--- src/rtl/signal_conflict_monitor.sv ---
// signal_conflict_monitor
//   Safety stage between the traffic light controller and the lamp heads.
//   The controller's four lamp vectors are registered and passed through
//   with one cycle of latency. Illegal lamp codes, conflicting "go"
//   indications and illegal or too-short sequences latch a fault. A latched
//   fault flashes all heads red until the operator clears it, then holds
//   solid all-red for a recovery interval before monitoring resumes.
//
// Ports
//   clk          system clock
//   rst          synchronous, active-high reset
//   light_M1_in  controller lamp, main road dir 1   (100 red, 010 yel, 001 grn)
//   light_M2_in  controller lamp, main road dir 2
//   light_MT_in  controller lamp, main road turn
//   light_S_in   controller lamp, side road
//   fault_clr    operator clear pulse, honoured only in FAULT
//   light_M1     lamp head drive, M1
//   light_M2     lamp head drive, M2
//   light_MT     lamp head drive, MT
//   light_S      lamp head drive, S
//   fault        high in FAULT and RECOVER
//   fault_code   first violation cause (001 invalid, 010 conflict,
//                011 sequence, 100 short yellow), cleared on leaving RECOVER
module signal_conflict_monitor #(
  parameter int MIN_YELLOW = 3,
  parameter int FLASH_HALF = 1,
  parameter int ALL_RED    = 2
) (
  input  logic       clk,
  input  logic       rst,
  input  logic [2:0] light_M1_in,
  input  logic [2:0] light_M2_in,
  input  logic [2:0] light_MT_in,
  input  logic [2:0] light_S_in,
  input  logic       fault_clr,
  output logic [2:0] light_M1,
  output logic [2:0] light_M2,
  output logic [2:0] light_MT,
  output logic [2:0] light_S,
  output logic       fault,
  output logic [2:0] fault_code
);

  localparam logic [1:0] ST_MONITOR = 2'd0;
  localparam logic [1:0] ST_FAULT   = 2'd1;
  localparam logic [1:0] ST_RECOVER = 2'd2;

  localparam logic [2:0] LAMP_RED  = 3'b100;
  localparam logic [2:0] LAMP_YEL  = 3'b010;
  localparam logic [2:0] LAMP_GRN  = 3'b001;
  localparam logic [2:0] LAMP_DARK = 3'b000;

  localparam logic [2:0] CODE_NONE     = 3'b000;
  localparam logic [2:0] CODE_INVALID  = 3'b001;
  localparam logic [2:0] CODE_CONFLICT = 3'b010;
  localparam logic [2:0] CODE_SEQUENCE = 3'b011;
  localparam logic [2:0] CODE_SHORT    = 3'b100;

  localparam int CW = $clog2(MIN_YELLOW + 1);
  localparam int FW = (FLASH_HALF > 1) ? $clog2(FLASH_HALF) : 1;
  localparam int RW = (ALL_RED > 1) ? $clog2(ALL_RED) : 1;

  localparam logic [CW-1:0] MIN_Y      = CW'(MIN_YELLOW);
  localparam logic [FW-1:0] FLASH_LAST = FW'(FLASH_HALF - 1);
  localparam logic [RW-1:0] REC_LAST   = RW'(ALL_RED - 1);

  // Approach index: 0 = M1, 1 = M2, 2 = MT, 3 = S
  logic [2:0]    lamp_in  [4];
  logic [2:0]    lamp_reg [4];
  logic [2:0]    prev_reg [4];
  logic [CW-1:0] ycnt_reg [4];
  logic [CW-1:0] ycnt_next[4];

  logic [1:0]    state_reg;
  logic          fault_reg;
  logic [2:0]    code_reg;
  logic          phase_reg;   // 1 = red on, 0 = dark
  logic [FW-1:0] flash_cnt_reg;
  logic [RW-1:0] rec_cnt_reg;
  logic          hist_valid_reg;

  logic [3:0] valid_vec;
  logic [3:0] go_vec;
  logic [3:0] seq_bad_vec;
  logic [3:0] short_bad_vec;
  logic       conflict;
  logic [2:0] code_next;

  assign lamp_in[0] = light_M1_in;
  assign lamp_in[1] = light_M2_in;
  assign lamp_in[2] = light_MT_in;
  assign lamp_in[3] = light_S_in;

  generate
    for (genvar gi = 0; gi < 4; gi++) begin : g_approach
      assign valid_vec[gi] = (lamp_in[gi] == LAMP_RED) ||
                             (lamp_in[gi] == LAMP_YEL) ||
                             (lamp_in[gi] == LAMP_GRN);
      assign go_vec[gi]    = (lamp_in[gi] == LAMP_YEL) ||
                             (lamp_in[gi] == LAMP_GRN);

      // Only red->green, green->yellow, yellow->red and hold are legal.
      assign seq_bad_vec[gi] =
        ((prev_reg[gi] == LAMP_GRN) && (lamp_in[gi] == LAMP_RED)) ||
        ((prev_reg[gi] == LAMP_RED) && (lamp_in[gi] == LAMP_YEL)) ||
        ((prev_reg[gi] == LAMP_YEL) && (lamp_in[gi] == LAMP_GRN));

      // ycnt_reg holds how many yellow cycles were seen so far (saturating),
      // so at the yellow->red edge it is the length of the yellow interval.
      assign short_bad_vec[gi] = (prev_reg[gi] == LAMP_YEL) &&
                                 (lamp_in[gi] == LAMP_RED) &&
                                 (ycnt_reg[gi] < MIN_Y);

      always_comb begin
        ycnt_next[gi] = '0;
        if (lamp_in[gi] == LAMP_YEL) begin
          ycnt_next[gi] = (ycnt_reg[gi] >= MIN_Y) ? ycnt_reg[gi]
                                                  : ycnt_reg[gi] + CW'(1);
        end
      end
    end
  endgenerate

  // M1/M2 and M1/MT may run together; every other pairing with S, plus
  // M2 against MT, must never both be go.
  assign conflict = (go_vec[3] && (go_vec[0] || go_vec[1] || go_vec[2])) ||
                    (go_vec[1] && go_vec[2]);

  // History-based checks are skipped on the seeding cycle.
  always_comb begin
    code_next = CODE_NONE;
    if (!(&valid_vec)) begin
      code_next = CODE_INVALID;
    end else if (conflict) begin
      code_next = CODE_CONFLICT;
    end else if (hist_valid_reg && (|seq_bad_vec)) begin
      code_next = CODE_SEQUENCE;
    end else if (hist_valid_reg && (|short_bad_vec)) begin
      code_next = CODE_SHORT;
    end
  end

  always_ff @(posedge clk) begin
    if (rst) begin
      state_reg      <= ST_MONITOR;
      fault_reg      <= 1'b0;
      code_reg       <= CODE_NONE;
      phase_reg      <= 1'b1;
      flash_cnt_reg  <= '0;
      rec_cnt_reg    <= '0;
      hist_valid_reg <= 1'b0;
      for (int i = 0; i < 4; i++) begin
        lamp_reg[i] <= LAMP_RED;
        prev_reg[i] <= LAMP_RED;
        ycnt_reg[i] <= '0;
      end
    end else begin
      case (state_reg)
        ST_MONITOR: begin
          if (code_next != CODE_NONE) begin
            // The violating sample is dropped; the first FAULT cycle is red.
            state_reg     <= ST_FAULT;
            fault_reg     <= 1'b1;
            code_reg      <= code_next;
            phase_reg     <= 1'b1;
            flash_cnt_reg <= '0;
            for (int i = 0; i < 4; i++) lamp_reg[i] <= LAMP_RED;
          end else begin
            hist_valid_reg <= 1'b1;
            for (int i = 0; i < 4; i++) begin
              lamp_reg[i] <= lamp_in[i];
              prev_reg[i] <= lamp_in[i];
              ycnt_reg[i] <= ycnt_next[i];
            end
          end
        end

        ST_FAULT: begin
          if (fault_clr) begin
            state_reg   <= ST_RECOVER;
            rec_cnt_reg <= '0;
            for (int i = 0; i < 4; i++) lamp_reg[i] <= LAMP_RED;
          end else if (flash_cnt_reg == FLASH_LAST) begin
            flash_cnt_reg <= '0;
            phase_reg     <= ~phase_reg;
            // Drive the lamps for the phase being entered.
            for (int i = 0; i < 4; i++)
              lamp_reg[i] <= phase_reg ? LAMP_DARK : LAMP_RED;
          end else begin
            flash_cnt_reg <= flash_cnt_reg + FW'(1);
          end
        end

        ST_RECOVER: begin
          for (int i = 0; i < 4; i++) lamp_reg[i] <= LAMP_RED;
          if (rec_cnt_reg == REC_LAST) begin
            state_reg      <= ST_MONITOR;
            fault_reg      <= 1'b0;
            code_reg       <= CODE_NONE;
            hist_valid_reg <= 1'b0;
            for (int i = 0; i < 4; i++) ycnt_reg[i] <= '0;
          end else begin
            rec_cnt_reg <= rec_cnt_reg + RW'(1);
          end
        end

        default: begin
          state_reg <= ST_MONITOR;
        end
      endcase
    end
  end

  assign light_M1   = lamp_reg[0];
  assign light_M2   = lamp_reg[1];
  assign light_MT   = lamp_reg[2];
  assign light_S    = lamp_reg[3];
  assign fault      = fault_reg;
  assign fault_code = code_reg;

endmodule

--- config.mk ---
export PLATFORM = sky130hd
export DESIGN_NAME = signal_conflict_monitor
export DESIGN_NICKNAME = d
export VERILOG_FILES = /design/src/rtl/signal_conflict_monitor.sv
export SDC_FILE = /design/constraint.sdc
export NUM_CORES = 1
export LEC_CHECK = 0
export ABC_AREA = 1
export ABC_CLOCK_PERIOD_IN_PS = 3120
export CAP_MARGIN = 20
export CORE_ASPECT_RATIO = 1.5
export CORE_MARGIN = 2
export CORE_UTILIZATION = 39
export DETAILED_ROUTE_END_ITERATION = 10
export PLACE_DENSITY_LB_ADDON = 0.08
export SETUP_SLACK_MARGIN = 0.02
export SLEW_MARGIN = 15
export SYNTH_ARGS = -nofsm -noshare
export SYNTH_HDL_FRONTEND = slang
export SYNTH_SLANG_ARGS = --single-unit
export TNS_END_PERCENT = 30
--- constraint.sdc ---
create_clock -name clk -period 3.12 [get_ports clk]
set_input_delay 0.312 -clock clk [delete_from_list [all_inputs] [get_ports clk]]
set_output_delay 0.312 -clock clk [all_outputs]
set_load 0.01 [all_outputs]
======== After elaboration in Yosys (flattened, before gate mapping) ========
Memories as Yosys holds them, arrays and structs flattened.
Cells that the tools add are included.
storage, ports and cells
  flip-flop bits (word level) ............. 10
  RAM bits ................................ 32
  input port bits ......................... 15
  output and inout bits ................... 16
  memories kept ........................... 3
cells by class
  add/subtract/negate cells ............... 6
  order comparisons ....................... 8
  eq/ne operators ......................... 32
  muxes and demuxes ....................... 93
  bitwise logic cells ..................... 33
  reduce and logical (&&, ||, !) cells .... 61
memory list
  memory    words  width  read ports  clocked after Yosys merged registers in  write ports  RTL line  RTL
  lamp_reg  4      3      4           0                                        4            69        logic [2:0] lamp_reg [4];
  prev_reg  4      3      4           0                                        4            70        logic [2:0] prev_reg [4];
  ycnt_reg  4      2      4           0                                        4            71        logic [CW-1:0] ycnt_reg [4];
operators with widths
  operator             count
  $mux 3               31
  $mux 2               19
  $mux 1               36
  $or 1x1->1           32
  $eq 3x1->1 const B   8
  $eq 3x2->1 const B   8
  $eq 3x3->1 const B   8
  $logic_and 1x1->1    24
  $logic_or 1x1->1     23
  $ne 2x2->1 const B   6
  $reduce_and 3->1     4
  $pmux 1 s2           5
  $add 2x1->2 const B  4
  $ge 2x2->1 const B   4
  $lt 2x2->1 const B   4
  $reduce_and 4->1     2
  $reduce_or 4->1      2
  $pmux 2 s3           1
  $pmux 3 s2           1
  $reduce_bool 2->1    3
  $reduce_bool 3->1    1
  $add 1x1->1 const B  2
  $eq 2x1->1 const B   1
  $eq 2x2->1 const B   1
  3 further kinds      3

======== Logic depth before layout (Yosys ltp) ========
Gate-level depths: netlist (run 1).
  depth after elaboration ................. 19
  depth in mapped cells ................... 14

======== Worst setup path before layout (run 1) ========
Ideal clock, no wire load.
  path kind ............................... reg2reg
  start ................................... mem ycnt_reg[0][0] in the netlist's numbering
  end ..................................... mem ycnt_reg[2][0] in the netlist's numbering (enable)
  setup time .............................. 0.296 ns
  arrival ................................. 1.567 ns
  data required time ...................... 2.824 ns
  setup slack ............................. 1.257 ns
  stages on the path, launching flop included .. 13
  cells stage by stage .................... dfxtp_1 -> ha_1 -> inv_1 -> nand3_1 -> nor2_1 -> nor2_1 -> nand2_1 -> a21oi_4 -> nand3_2 -> nand2_4 -> inv_2 -> nand2_1 -> o21a_1
RTL lines
  what             RTL line
  start, declared  71

==> results of run 1 <==
==> cells in the mapped netlist <==
cell,n,area share (%)
o21ai_2,1,0.37
nand4_2,1,0.53
nor4_1,1,0.27
nand4_4,1,0.90
a21oi_4,2,1.4
nor3b_1,1,0.32
ha_1,4,2.1
nand3_1,23,4.9
a21oi_1,16,3.4
dfxtp_1,18,15
nand2_2,5,1.3
nor2_2,4,1.1
o31ai_1,1,0.32
nand2_4,2,0.95
o211ai_1,1,0.32
nor2_1,48,7.6
nand3_4,1,0.74
o21ai_0,6,1.3
nand4_1,5,1.3
buf_6,1,0.48
nor3_2,1,0.42
o21ai_1,3,0.64
clkinv_2,1,0.21
clkbuf_1,2,0.32
nand3_2,6,2.5
edfxtp_1,23,29
nand3b_1,2,0.64
inv_1,46,7.3
nor3_1,8,1.7
nand2_1,59,9.4
o22ai_1,1,0.27
o21a_1,2,0.64
inv_2,11,1.8
==> layout make-up <==
class                      count  area (µm²)  share of cell area, %
inverter                      58         219                   7.73
sequential                    41        1050                   37.1
clock inverter                 3        12.5                  0.442
tap                           72        90.1                   3.18
timing repair buffer          33         323                   11.4
multi-input combinational    205        1070                   37.7
clock buffer                   5        68.8                   2.43
==> critical path: cells and delay by family <==
kind            cells  cell delay, ps
buf+inv             4            1030
simple gates       10             980
compound gates      1             170
==> worst min-delay path by stage <==
stage / cells past startpoint / end / from
floorplan: 2 / phase_reg$_SDFFE_PP1P_ / phase_reg$_SDFFE_PP1P_
global placement: 2 / lamp_reg[0][0]$_SDFFE_PP0P_ / lamp_reg[0][0]$_SDFFE_PP0P_
detailed placement: 2 / fault$_SDFFE_PP0P_ / fault$_SDFFE_PP0P_
CTS: 2 / fault_code[0]$_SDFFE_PP0P_ / fault_code[0]$_SDFFE_PP0P_
global route: 2 / fault$_SDFFE_PP0P_ / fault$_SDFFE_PP0P_
finish: 2 / fault_code[0]$_SDFFE_PP0P_ / fault_code[0]$_SDFFE_PP0P_
==> per-layer routing <==
layer  share of wire [%]  vias up  global-route usage (%)
met1                  45      907                    22.0
met2                  49       36                    29.1
met5                   0        -                       0
met4                 2.2        0                    7.06
met3                 3.1        9                    3.28
li1                    -     1068                       -
==> cell families (layout without fill, tap and decap cells) <==
| logic type | count (synthesis) | count (layout) |
|---|---|---|
| AOI/OAI and AO/OA | 33 | 33 |
| DFF | 41 | 41 |
| adders and majority gates | 4 | 4 |
| buffers and inverters | 61 | 99 |
| and+or+nand+nor | 168 | 168 |
==> cells in the final DEF (no fill, tap or decap), drive strengths merged <==
cell,count
clkinv,4
a21oi,18
nand4,7
nor2,52
clkbuf,5
o21a,2
edfxtp,23
o31ai,1
nor3b,1
dfxtp,18
o22ai,1
o211ai,1
clkdlybuf4s50,30
nand3,30
ha,4
buf,3
inv,57
nand2,66
o21ai,10
nand3b,2
nor4,1
nor3,9
==> power breakdown <==
group	leakage, nW	internal [mW]	total, mW	switching, mW
Sequential	0.372	0.597	0.613	0.0160
Combinational	0.861	0.0789	0.197	0.118
Clock	0.0430	0.151	0.328	0.177
Total	1.28	0.826	1.14	0.312
==> impl_metrics.env, run 1 <==
export IMPL_gp_routability_congestion=0.816
export IMPL_drt_drc_violations_left=0
export IMPL_grt_start_max_net_pins=19
export IMPL_synthesis_area_mm2=0.00236
export IMPL_pwr_density_cell_mw_per_mm2=402
export IMPL_final_core_util_pct=48.6
export IMPL_synth_top_family_by_area="simple AND/OR/NAND/NOR gates"
export IMPL_numPortBuffers=30
export IMPL_crit_path_cell_trace="clkdlybuf4s50_1 -> inv_2 -> nand3_2 -> nand2_1 -> nor2_1 -> nand3_1 -> nand2_2 -> inv_1 -> a21oi_4 -> nand3_2 -> nand2_4 -> buf_4 -> nor2_1 -> nand2_1 -> nand3b_1"
export IMPL_ratio_of_cells_with_drive_above_1_in_the_final_layout_pct=13.0
export IMPL_ys_seq_area_share_pct=44.6
export IMPL_endpoint_class_of_the_critical_path="flip-flop"
export IMPL_peak_supply_drop_uv=329
export IMPL_global_route_wire_length_before_repair_um=8830
export IMPL_crit_path_start_kind="input pin"
export IMPL_stdcell_count=417
export IMPL_timing_final_crit_share_pct=74.6
export IMPL_grt_antenna_before_repair=0
export IMPL_initialDrtViolationCount=98
export IMPL_final_critical_path_setup_slack_ps=791
export IMPL_fp_dieH_um=99.2
export IMPL_final_nets=363
export IMPL_antenna_cells_inserted=0
export IMPL_worst_skew_pair_late_latency_ps=290
export IMPL_grt_setup_unrepaired="false"
export IMPL_wl_per_cell_um=13.0
export IMPL_crit_start="light_MT_in[0]"
export IMPL_report_final_setup_viol=0
export IMPL_worst_r2r_cell_count=11
export IMPL_hold_violations=0
export IMPL_setup_total_negative_slack_ps=0
export IMPL_cts_repair_resized=0
export IMPL_num_cts_buffers=5
export IMPL_critical_path_reg2reg_endpoint="ycnt_reg[2][0]$_SDFFCE_PN0P_"
export IMPL_tritoncts="done"
export IMPL_overflow=0
export IMPL_ios=31
export IMPL_final_antenna_net_count=0
export IMPL_dr_pass1_iters=4
export IMPL_num_vias=2020
export IMPL_outcome="completed"
export IMPL_critical_register_to_register_path_startpoint="ycnt_reg[0][0]$_SDFFE_PP0P_"
export IMPL_worst_path_largest_cell_delay_ps=580
export IMPL_placed_cells=409
export IMPL_startpoint_to_endpoint_class_of_the_critical_path="input pin to flip-flop"
export IMPL_clock_root_buffer="clkbuf_8"
export IMPL_yosys_area_share_adder_pct=2.12
export IMPL_vias_per_cell=4.84
export IMPL_timing_slew_headroom_pct=72.1
export IMPL_power_mw=1.14
export IMPL_critical_path_slowest_cell="clkdlybuf4s50_1"
export IMPL_cts_hold_repair_buffers=0
export IMPL_critical_path_endpoint="lamp_reg[2][2]$_SDFFE_PP1P_"
export IMPL_number_of_buffers_on_the_longest_clock_path=2
export IMPL_cts_max_level=2
export IMPL_yosys_area_share_simple_pct=34.6
export IMPL_mean_cell_area_of_the_mapped_netlist_um2=7.68
export IMPL_drv_cap=0
export IMPL_track_usage_pct=17.6
export IMPL_arrival_ps=2500
export IMPL_ys_ff_latch=41
export IMPL_fp_row_count=34
export IMPL_die_area_mm2=0.00670
export IMPL_netlist_instances=307
export IMPL_chipWidth_um=67.5
export IMPL_finalClockSkew_ps=6.95
export IMPL_place_area_mm2=0.00275
export IMPL_post_synthesis_mux_area_share_pct=0
export IMPL_leakage_power_total_nw=1.28
export IMPL_drv_slew=0
export IMPL_holdWs_ps=464
export IMPL_worst_slew_pin_transition_ps=417
export IMPL_first_global_vias=1971
export IMPL_synthesis_nets=326
export IMPL_worstPathMaxFanout=18
export IMPL_cts_clk_slew_worst_paths_ps=80
export IMPL_start_util_pct=40.5
export IMPL_regToRegSetupSlack_ps=1010
export IMPL_estimated_wirelength_of_the_detail_placed_design_um=4270
export IMPL_core_region_area_mm2=0.00583
export IMPL_post_route_cell_area_mm2=0.00283
export IMPL_routed_wire_length_um=5400
export IMPL_timing_hold_worst_class="flip-flop to flip-flop"
export IMPL_synth_distinct_cells=33
export IMPL_final_fill_count=584
export IMPL_worst_ep_required_time_ps=3300
export IMPL_max_clock_freq_mhz=429
export IMPL_synthXorXnorAreaFrac_pct=0
export IMPL_area_delta_synth_final_pct=20.2
export IMPL_cts_sink_count=41
export IMPL_synth_compound_gate_area_share_pct=8.59
export IMPL_place_ws_ps=506
export IMPL_post_cts_buffers=0
export IMPL_number_of_warnings_printed_during_yosys_synthesis=0
export IMPL_period_minus_slack_ps=2330
(Power assumes the default switching activity.)
==> inputs of run 2 (changes only) <==
--- a/config.mk
+++ b/config.mk
@@ -6,7 +6,7 @@
 export NUM_CORES = 1
 export LEC_CHECK = 0
 export ABC_AREA = 1
-export ABC_CLOCK_PERIOD_IN_PS = 3120
+export ABC_CLOCK_PERIOD_IN_PS = 2000
 export CAP_MARGIN = 20
 export CORE_ASPECT_RATIO = 1.5
 export CORE_MARGIN = 2
==> constraint.sdc (replaced) <==
create_clock -name clk -period 2 [get_ports clk]
set_input_delay 0.2 -clock clk [delete_from_list [all_inputs] [get_ports clk]]
set_output_delay 0.2 -clock clk [all_outputs]
set_load 0.01 [all_outputs]
==> run 2 against run 1 <==
Compared with the run above: cell count grew 12%; combinational power grew 98%; hold slack lost 140 ps; count of clock-buffer cells in the layout is the same; clock power grew 140%; die area is the same; first-iteration DRC count grew 22%; critical endpoint is now ycnt_reg[2][1]$_SDFFCE_PN0P_; utilization grew 9.5 points; register-to-register slack lost 930 ps; critical path depth shrank 4; highest routed layer unchanged.
==> impl_metrics.env, run 2 (same netlist as run 1, synthesis figures left out) <==
export IMPL_outcome="completed"
export IMPL_timing_final_crit_share_pct=96.0
export IMPL_arrival_ps=1990
export IMPL_fp_row_count=34
export IMPL_crit_path_start_kind="flip-flop"
export IMPL_finalClockSkew_ps=8.79
export IMPL_fp_dieH_um=99.2
export IMPL_final_core_util_pct=58.1
export IMPL_max_clock_freq_mhz=521
export IMPL_ios=31
export IMPL_gp_routability_congestion=0.827
export IMPL_num_cts_buffers=5
export IMPL_drt_drc_violations_left=0
export IMPL_start_util_pct=40.5
export IMPL_num_vias=2211
export IMPL_critical_path_n_buffers_inverters=2
export IMPL_estimated_wirelength_of_the_detail_placed_design_um=4870
export IMPL_peak_supply_drop_uv=411
export IMPL_routed_wire_length_um=6160
export IMPL_grt_setup_unrepaired="true"
export IMPL_final_fill_count=569
export IMPL_worstPathMaxFanout=5
export IMPL_core_region_area_mm2=0.00583
export IMPL_grt_start_max_net_pins=14
export IMPL_setup_total_negative_slack_ps=0
export IMPL_drv_slew=0
export IMPL_period_minus_slack_ps=1920
export IMPL_chipWidth_um=67.5
export IMPL_antenna_cells_inserted=0
export IMPL_worst_ep_required_time_ps=2070
export IMPL_leakage_power_total_nw=1.65
export IMPL_cpLargestDelayFamily="compound AO/OA/AOI/OAI gates"
export IMPL_worst_path_largest_cell_delay_ps=360
export IMPL_worst_skew_pair_late_latency_ps=300
export IMPL_crit_path_cell_trace="ha_1 -> inv_1 -> nand3_1 -> nor2_2 -> a21oi_2 -> nand2_2 -> a21oi_4 -> nand4_4 -> inv_4 -> nand4_1 -> o21a_1"
export IMPL_cts_sink_count=41
export IMPL_dr_pass1_iters=4
export IMPL_mostFrequentLayoutCells="nand2_1, buf_4, inv_1"
export IMPL_pwr_density_cell_mw_per_mm2=631
export IMPL_overflow=0
export IMPL_worst_slew_pin_transition_ps=337
export IMPL_critical_path_slowest_cell="edfxtp_1"
export IMPL_endpoint_class_of_the_critical_path="flip-flop"
export IMPL_grt_util_met1_pct=22.8
export IMPL_met3_usage_pct=2.94
export IMPL_cts_hold_repair_buffers=0
export IMPL_wl_per_cell_um=13.2
export IMPL_die_area_mm2=0.00670
export IMPL_grt_antenna_before_repair=0
export IMPL_timing_hold_worst_class="input pin to flip-flop"
export IMPL_numPortBuffers=30
export IMPL_vias_per_cell=4.73
export IMPL_hold_violations=0
export IMPL_track_usage_pct=19.9
export IMPL_cts_max_level=2
export IMPL_first_global_vias=2225
export IMPL_gr_util_met2_pct=34.2
export IMPL_final_antenna_net_count=0
export IMPL_cts_clk_slew_worst_paths_ps=80
export IMPL_timing_slew_headroom_pct=77.5
export IMPL_report_final_setup_viol=0
export IMPL_ratio_of_cells_with_drive_above_1_in_the_final_layout_pct=31.4
export IMPL_clock_root_buffer="clkbuf_8"
export IMPL_drv_cap=0
export IMPL_tritoncts="done"
export IMPL_global_route_wire_length_before_repair_um=9980
export IMPL_startpoint_to_endpoint_class_of_the_critical_path="flip-flop to flip-flop"
export IMPL_area_delta_synth_final_pct=43.6
export IMPL_layout_cells_most_common="nand2_1"
export IMPL_number_of_buffers_on_the_longest_clock_path=2
export IMPL_final_nets=413
export IMPL_grt_busiest_layer="met2"
export IMPL_initialDrtViolationCount=120
[run 2: where the power goes]
part,internal (mW),switching (mW),total (mW)
Combinational,0.180,0.210,0.390
Clock,0.496,0.295,0.790
Sequential,0.932,0.0267,0.958
[run 2: final timing paths]
path / slack (ps) / endpoint / from / cells after the start
worst max register to register: 80 / ycnt_reg[2][1]$_SDFFCE_PN0P_ / ycnt_reg[2][0]$_SDFFCE_PN0P_ / 11
worst max-delay path: 80 / ycnt_reg[2][1]$_SDFFCE_PN0P_ / ycnt_reg[2][0]$_SDFFCE_PN0P_ / 11
worst min register to register: 460 / fault_code[0]$_SDFFE_PP0P_ / fault_code[0]$_SDFFE_PP0P_ / 2
worst min-delay path: 320 / lamp_reg[2][0]$_SDFFE_PP0P_ / light_MT_in[0] / 3
[run 2: layer usage]
layer,up-vias,wire length (µm),share of wire [%]
met2,36,3220,52
met1,997,2560,42
met4,0,219,3.6
met3,14,167,2.7
met5,-,0,0
li1,1164,-,-
[run 2: timing repair]
item,CTS,global route
buffers inserted,0,5
pin swaps,2,9
endpoints found under the setup margin,20,38
resized for setup,7,37
[run 2: tightest hold or removal path, cell delays in order]
cell	delay, ps
dlymetal6s2s_1	160
nand4_1	140
a21oi_1	80
[run 2: final cells by class]
type	instances	area [µm²]	area share [%]
multi-input combinational	205	1170	34.5
sequential	41	1050	31.1
timing repair buffer	83	722	21.3
inverter	58	220	6.50
tap	72	90.1	2.66
clock buffer	5	68.8	2.03
clock inverter	3	65.1	1.92
[run 2: per-stage QoR]
step | area [µm²] | hold slack, ps | cells | setup WS, ps | power (mW)
after detailed placement | 3090 | 454 | 454 | -355 | 1.35
after floorplan | 2360 | 343 | 307 | 137 | 1.16
after global placement | 3090 | 451 | 454 | -334 | 1.34
after CTS | 3230 | 348 | 462 | 22.0 | 2.13
final | 3390 | 321 | 467 | 80.0 | 2.14
after global routing | 3390 | 315 | 467 | -57.3 | 2.23
==> inputs of run 3 (changes only) <==
--- a/config.mk
+++ b/config.mk
@@ -5,14 +5,14 @@
 export SDC_FILE = /design/constraint.sdc
 export NUM_CORES = 1
 export LEC_CHECK = 0
-export ABC_AREA = 1
 export ABC_CLOCK_PERIOD_IN_PS = 2000
 export CAP_MARGIN = 20
 export CORE_ASPECT_RATIO = 1.5
 export CORE_MARGIN = 2
 export CORE_UTILIZATION = 39
 export DETAILED_ROUTE_END_ITERATION = 10
-export PLACE_DENSITY_LB_ADDON = 0.08
+export GPL_ROUTABILITY_DRIVEN = 0
+export PLACE_DENSITY_LB_ADDON = 0.12
 export SETUP_SLACK_MARGIN = 0.02
 export SLEW_MARGIN = 15
 export SYNTH_ARGS = -nofsm -noshare
==> run 3 against run 2 <==
Compared with the run above: clock power decreased by 14%; global-route usage increased by 0.46 points; sequential share of layout area increased by 0.16 points; register-to-register slack got worse by 170 ps; via count decreased by 3.7%; power decreased by 7.3%; final area decreased by 0.74%; hold slack improved by 79 ps; the run now ends with setup timing left; utilization about the same; count of clock-buffer cells in the layout unchanged; worst setup slack got worse by 170 ps; synthesized cell count decreased by 22%.
==> impl_metrics.env, run 3 <==
export IMPL_start_util_pct=40.5
export IMPL_number_of_buffers_on_the_longest_clock_path=2
export IMPL_drt_drc_violations_left=0
export IMPL_worst_r2r_cell_count=9
export IMPL_tritoncts="done"
export IMPL_grt_antenna_before_repair=0
export IMPL_critical_register_to_register_path_startpoint="prev_reg[1][0]$_DFFE_PP_"
export IMPL_fp_dieH_um=98.9
export IMPL_regToRegSetupSlack_ps=-90
export IMPL_initialDrtViolationCount=105
export IMPL_dr_pass1_iters=4
export IMPL_overflow=0
export IMPL_final_antenna_net_count=0
export IMPL_drv_cap=0
export IMPL_crit_start="prev_reg[1][0]$_DFFE_PP_"
export IMPL_pwr_share_comb_pct=18.1
export IMPL_pwr_share_clk_pct=34.5
export IMPL_estimated_wirelength_of_the_detail_placed_design_um=4770
export IMPL_clock_root_buffer="clkbuf_8"
export IMPL_grt_start_max_net_pins=19
export IMPL_number_of_warnings_printed_during_yosys_synthesis=0
export IMPL_synth_edf_count=23
export IMPL_finalClockSkew_ps=8.34
export IMPL_ys_ff_latch=41
export IMPL_startpoint_to_endpoint_class_of_the_critical_path="flip-flop to flip-flop"
export IMPL_chipWidth_um=67.3
export IMPL_synth_distinct_cells=60
export IMPL_critical_path_reg2reg_endpoint="ycnt_reg[3][1]$_SDFFE_PP0P_"
export IMPL_internal_power_mw=1.47
export IMPL_yosysTopAreaCell="edfxtp_1"
export IMPL_numPortBuffers=30
export IMPL_crit_path_start_kind="flip-flop"
export IMPL_ios=31
export IMPL_worst_ep_required_time_ps=2180
export IMPL_cts_max_level=2
export IMPL_fp_row_count=34
export IMPL_vias_per_cell=5.46
export IMPL_arrival_ps=2270
export IMPL_drv_slew=0
export IMPL_outcome="complete, but fails checks"
export IMPL_endpoint_class_of_the_critical_path="flip-flop"
export IMPL_hold_violations=0
export IMPL_global_route_wire_length_before_repair_um=10000
export IMPL_worst_slew_pin_transition_ps=495
export IMPL_power_frac_seq_pct=47.4
export IMPL_worst_skew_pair_late_latency_ps=300
export IMPL_synthesis_area_mm2=0.00234
export IMPL_ys_seq_area_share_pct=44.8
export IMPL_switching_power_mw=0.516
export IMPL_pwr_density_cell_mw_per_mm2=590
export IMPL_post_synth_most_frequent_cells="edfxtp_1, nor2_1, dfxtp_1, nand2_1"
export IMPL_wl_per_cell_um=16.2
export IMPL_die_area_mm2=0.00666
export IMPL_netlist_instances=238
export IMPL_leakage_power_total_nw=1.34
export IMPL_power_mw=1.98
export IMPL_timing_slew_headroom_pct=66.9
export IMPL_post_route_cell_area_mm2=0.00336
export IMPL_synth_most_common_cell="edfxtp_1"
export IMPL_worstPathMaxFanout=4
export IMPL_max_clock_freq_mhz=479
export IMPL_main_synth_ff_type="edfxtp_1"
export IMPL_period_minus_slack_ps=2090
export IMPL_layout_cells_most_common="buf_4"
export IMPL_num_cts_buffers=5
export IMPL_grt_setup_unrepaired="true"
export IMPL_synth_top_cells_by_area="edfxtp_1, dfxtp_1, nor4bb_1"
export IMPL_num_vias=2129
export IMPL_area_delta_synth_final_pct=43.5
export IMPL_peak_supply_drop_uv=448
export IMPL_cts_sink_count=41
export IMPL_ratio_of_cells_with_drive_above_1_in_the_final_layout_pct=30.5
export IMPL_synthesis_nets=257
export IMPL_routed_wire_length_um=6300
export IMPL_timing_final_crit_share_pct=104
export IMPL_final_critical_path_setup_slack_ps=-87.1
export IMPL_cts_clk_slew_worst_paths_ps=90
export IMPL_first_global_vias=2092
export IMPL_place_area_mm2=0.00302
export IMPL_timing_hold_worst_class="input pin to flip-flop"
export IMPL_mean_cell_area_of_the_mapped_netlist_um2=9.85
export IMPL_fraction_of_synthesis_flops_using_an_asynchronous_set_or_reset_pin_pct=0
export IMPL_antenna_cells_inserted=0
export IMPL_track_usage_pct=20.4
export IMPL_mostFrequentLayoutCells="buf_4, edfxtp_1, nor2_1, clkdlybuf4s50_1, dfxtp_1"
export IMPL_critical_path_endpoint="ycnt_reg[3][1]$_SDFFE_PP0P_"
export IMPL_synth_top_area_share_pct=29.5
export IMPL_switching_share_pct=26.0
export IMPL_final_nets=336
export IMPL_final_fill_count=551
export IMPL_report_final_setup_viol=25
export IMPL_core_region_area_mm2=0.00579
export IMPL_violations="setup timing"
[run 3: cell types whose count changed in the layout (fill, tap and decap cells not counted), sizes merged, moves of 4 or more]
| cell | before | now |
|---|---|---|
| a21oi | 18 | 5 |
| nor4bb | 0 | 8 |
| dlymetal6s2s | 9 | 0 |
| dlygate4sd2 | 2 | 10 |
| xnor2 | 0 | 5 |
| nor2 | 52 | 20 |
| a21boi | 0 | 4 |
| nand2b | 0 | 7 |
| a22o | 0 | 4 |
| inv | 58 | 11 |
| nand2 | 66 | 17 |
| and2 | 0 | 12 |
| nand3 | 30 | 6 |
[run 3: stage by stage]
stage / util (%) / cells / setup slack, ps / hold slack [ps] / TNS [ps]
global route: 58.1 / 390 / -210 / 405 / -6580
global placement: 52.2 / 373 / -521 / 460 / -22610
CTS: 55.5 / 384 / -148 / 399 / -2950
detailed placement: 52.2 / 373 / -501 / 458 / -24050
finish: 58.1 / 390 / -87.1 / 401 / -993
floorplan: - / 238 / -20.4 / 315 / -82.4
[run 3: layout make-up]
class	instances	area (µm²)	share of cell area (%)
clock buffer	5	68.8	2.05
timing repair buffer	86	743	22.1
clock inverter	3	41.3	1.23
tap	72	90.1	2.68
sequential	41	1050	31.3
inverter	11	41.3	1.23
multi-input combinational	172	1330	39.4
[run 3: logic make-up after synthesis]
logic type / after synthesis / share of synthesized area (%)
and+or+nand+nor: 109 / 27.5
AOI/OAI and AO/OA: 51 / 16.2
DFF: 41 / 44.8
buffers and inverters: 26 / 6.57
xor gates and xnor gates: 5 / 1.87
adders and majority gates: 4 / 2.14
muxes: 2 / 0.854
[run 3: routing by layer]
metal,wire length (µm),up-vias,GRT usage (%)
li1,-,1036,-
met1,2720,1035,25.2
met2,3230,47,34.7
met3,210,11,3.54
met4,144,0,7.69
met5,0,-,0
[run 3: worst min-delay path by stage]
stage               slack [ps]                   startpoint  cells after the start                      endpoint
floorplan                  310                    fault_clr                      1     state_reg[0]$_SDFFE_PP0P_
global placement           460  ycnt_reg[3][0]$_SDFFE_PP0P_                      1   ycnt_reg[3][0]$_SDFFE_PP0P_
detailed placement         460  lamp_reg[2][0]$_SDFFE_PP0P_                      2   lamp_reg[2][0]$_SDFFE_PP0P_
CTS                        400                light_S_in[1]                      2  prev_reg[3][1]$_SDFFCE_PN0P_
global route               400                light_S_in[1]                      2  prev_reg[3][1]$_SDFFCE_PN0P_
finish                     400                light_S_in[1]                      2  prev_reg[3][1]$_SDFFCE_PN0P_
[run 3: critical path: stages (launching register included)]
cell and delay, ps:
edfxtp_1 450, nor4bb_2 200, o21ai_1 170, buf_4 130, a41o_1 210, nand3_4 130
buf_6 160, o41ai_4 310, buf_4 160, o22ai_1 60
[run 3: power groups by stage]
stage	registers [mW]	logic [mW]	clock network, mW
finish	0.939	0.359	0.683
detailed placement	0.955	0.315	0
global route	0.943	0.387	0.733
CTS	0.937	0.328	0.689
global placement	0.955	0.317	0
floorplan	0.955	0.167	0
[run 3: repair_timing]
| action | in CTS | in global routing |
|---|---|---|
| endpoints found under the setup margin | 53 | 55 |
| hold buffers | 0 | 0 |
| pin swaps | 8 | 9 |
| gates cloned | 1 | 0 |
| buffers inserted | 2 | 6 |
| gates resized for setup | 27 | 19 |
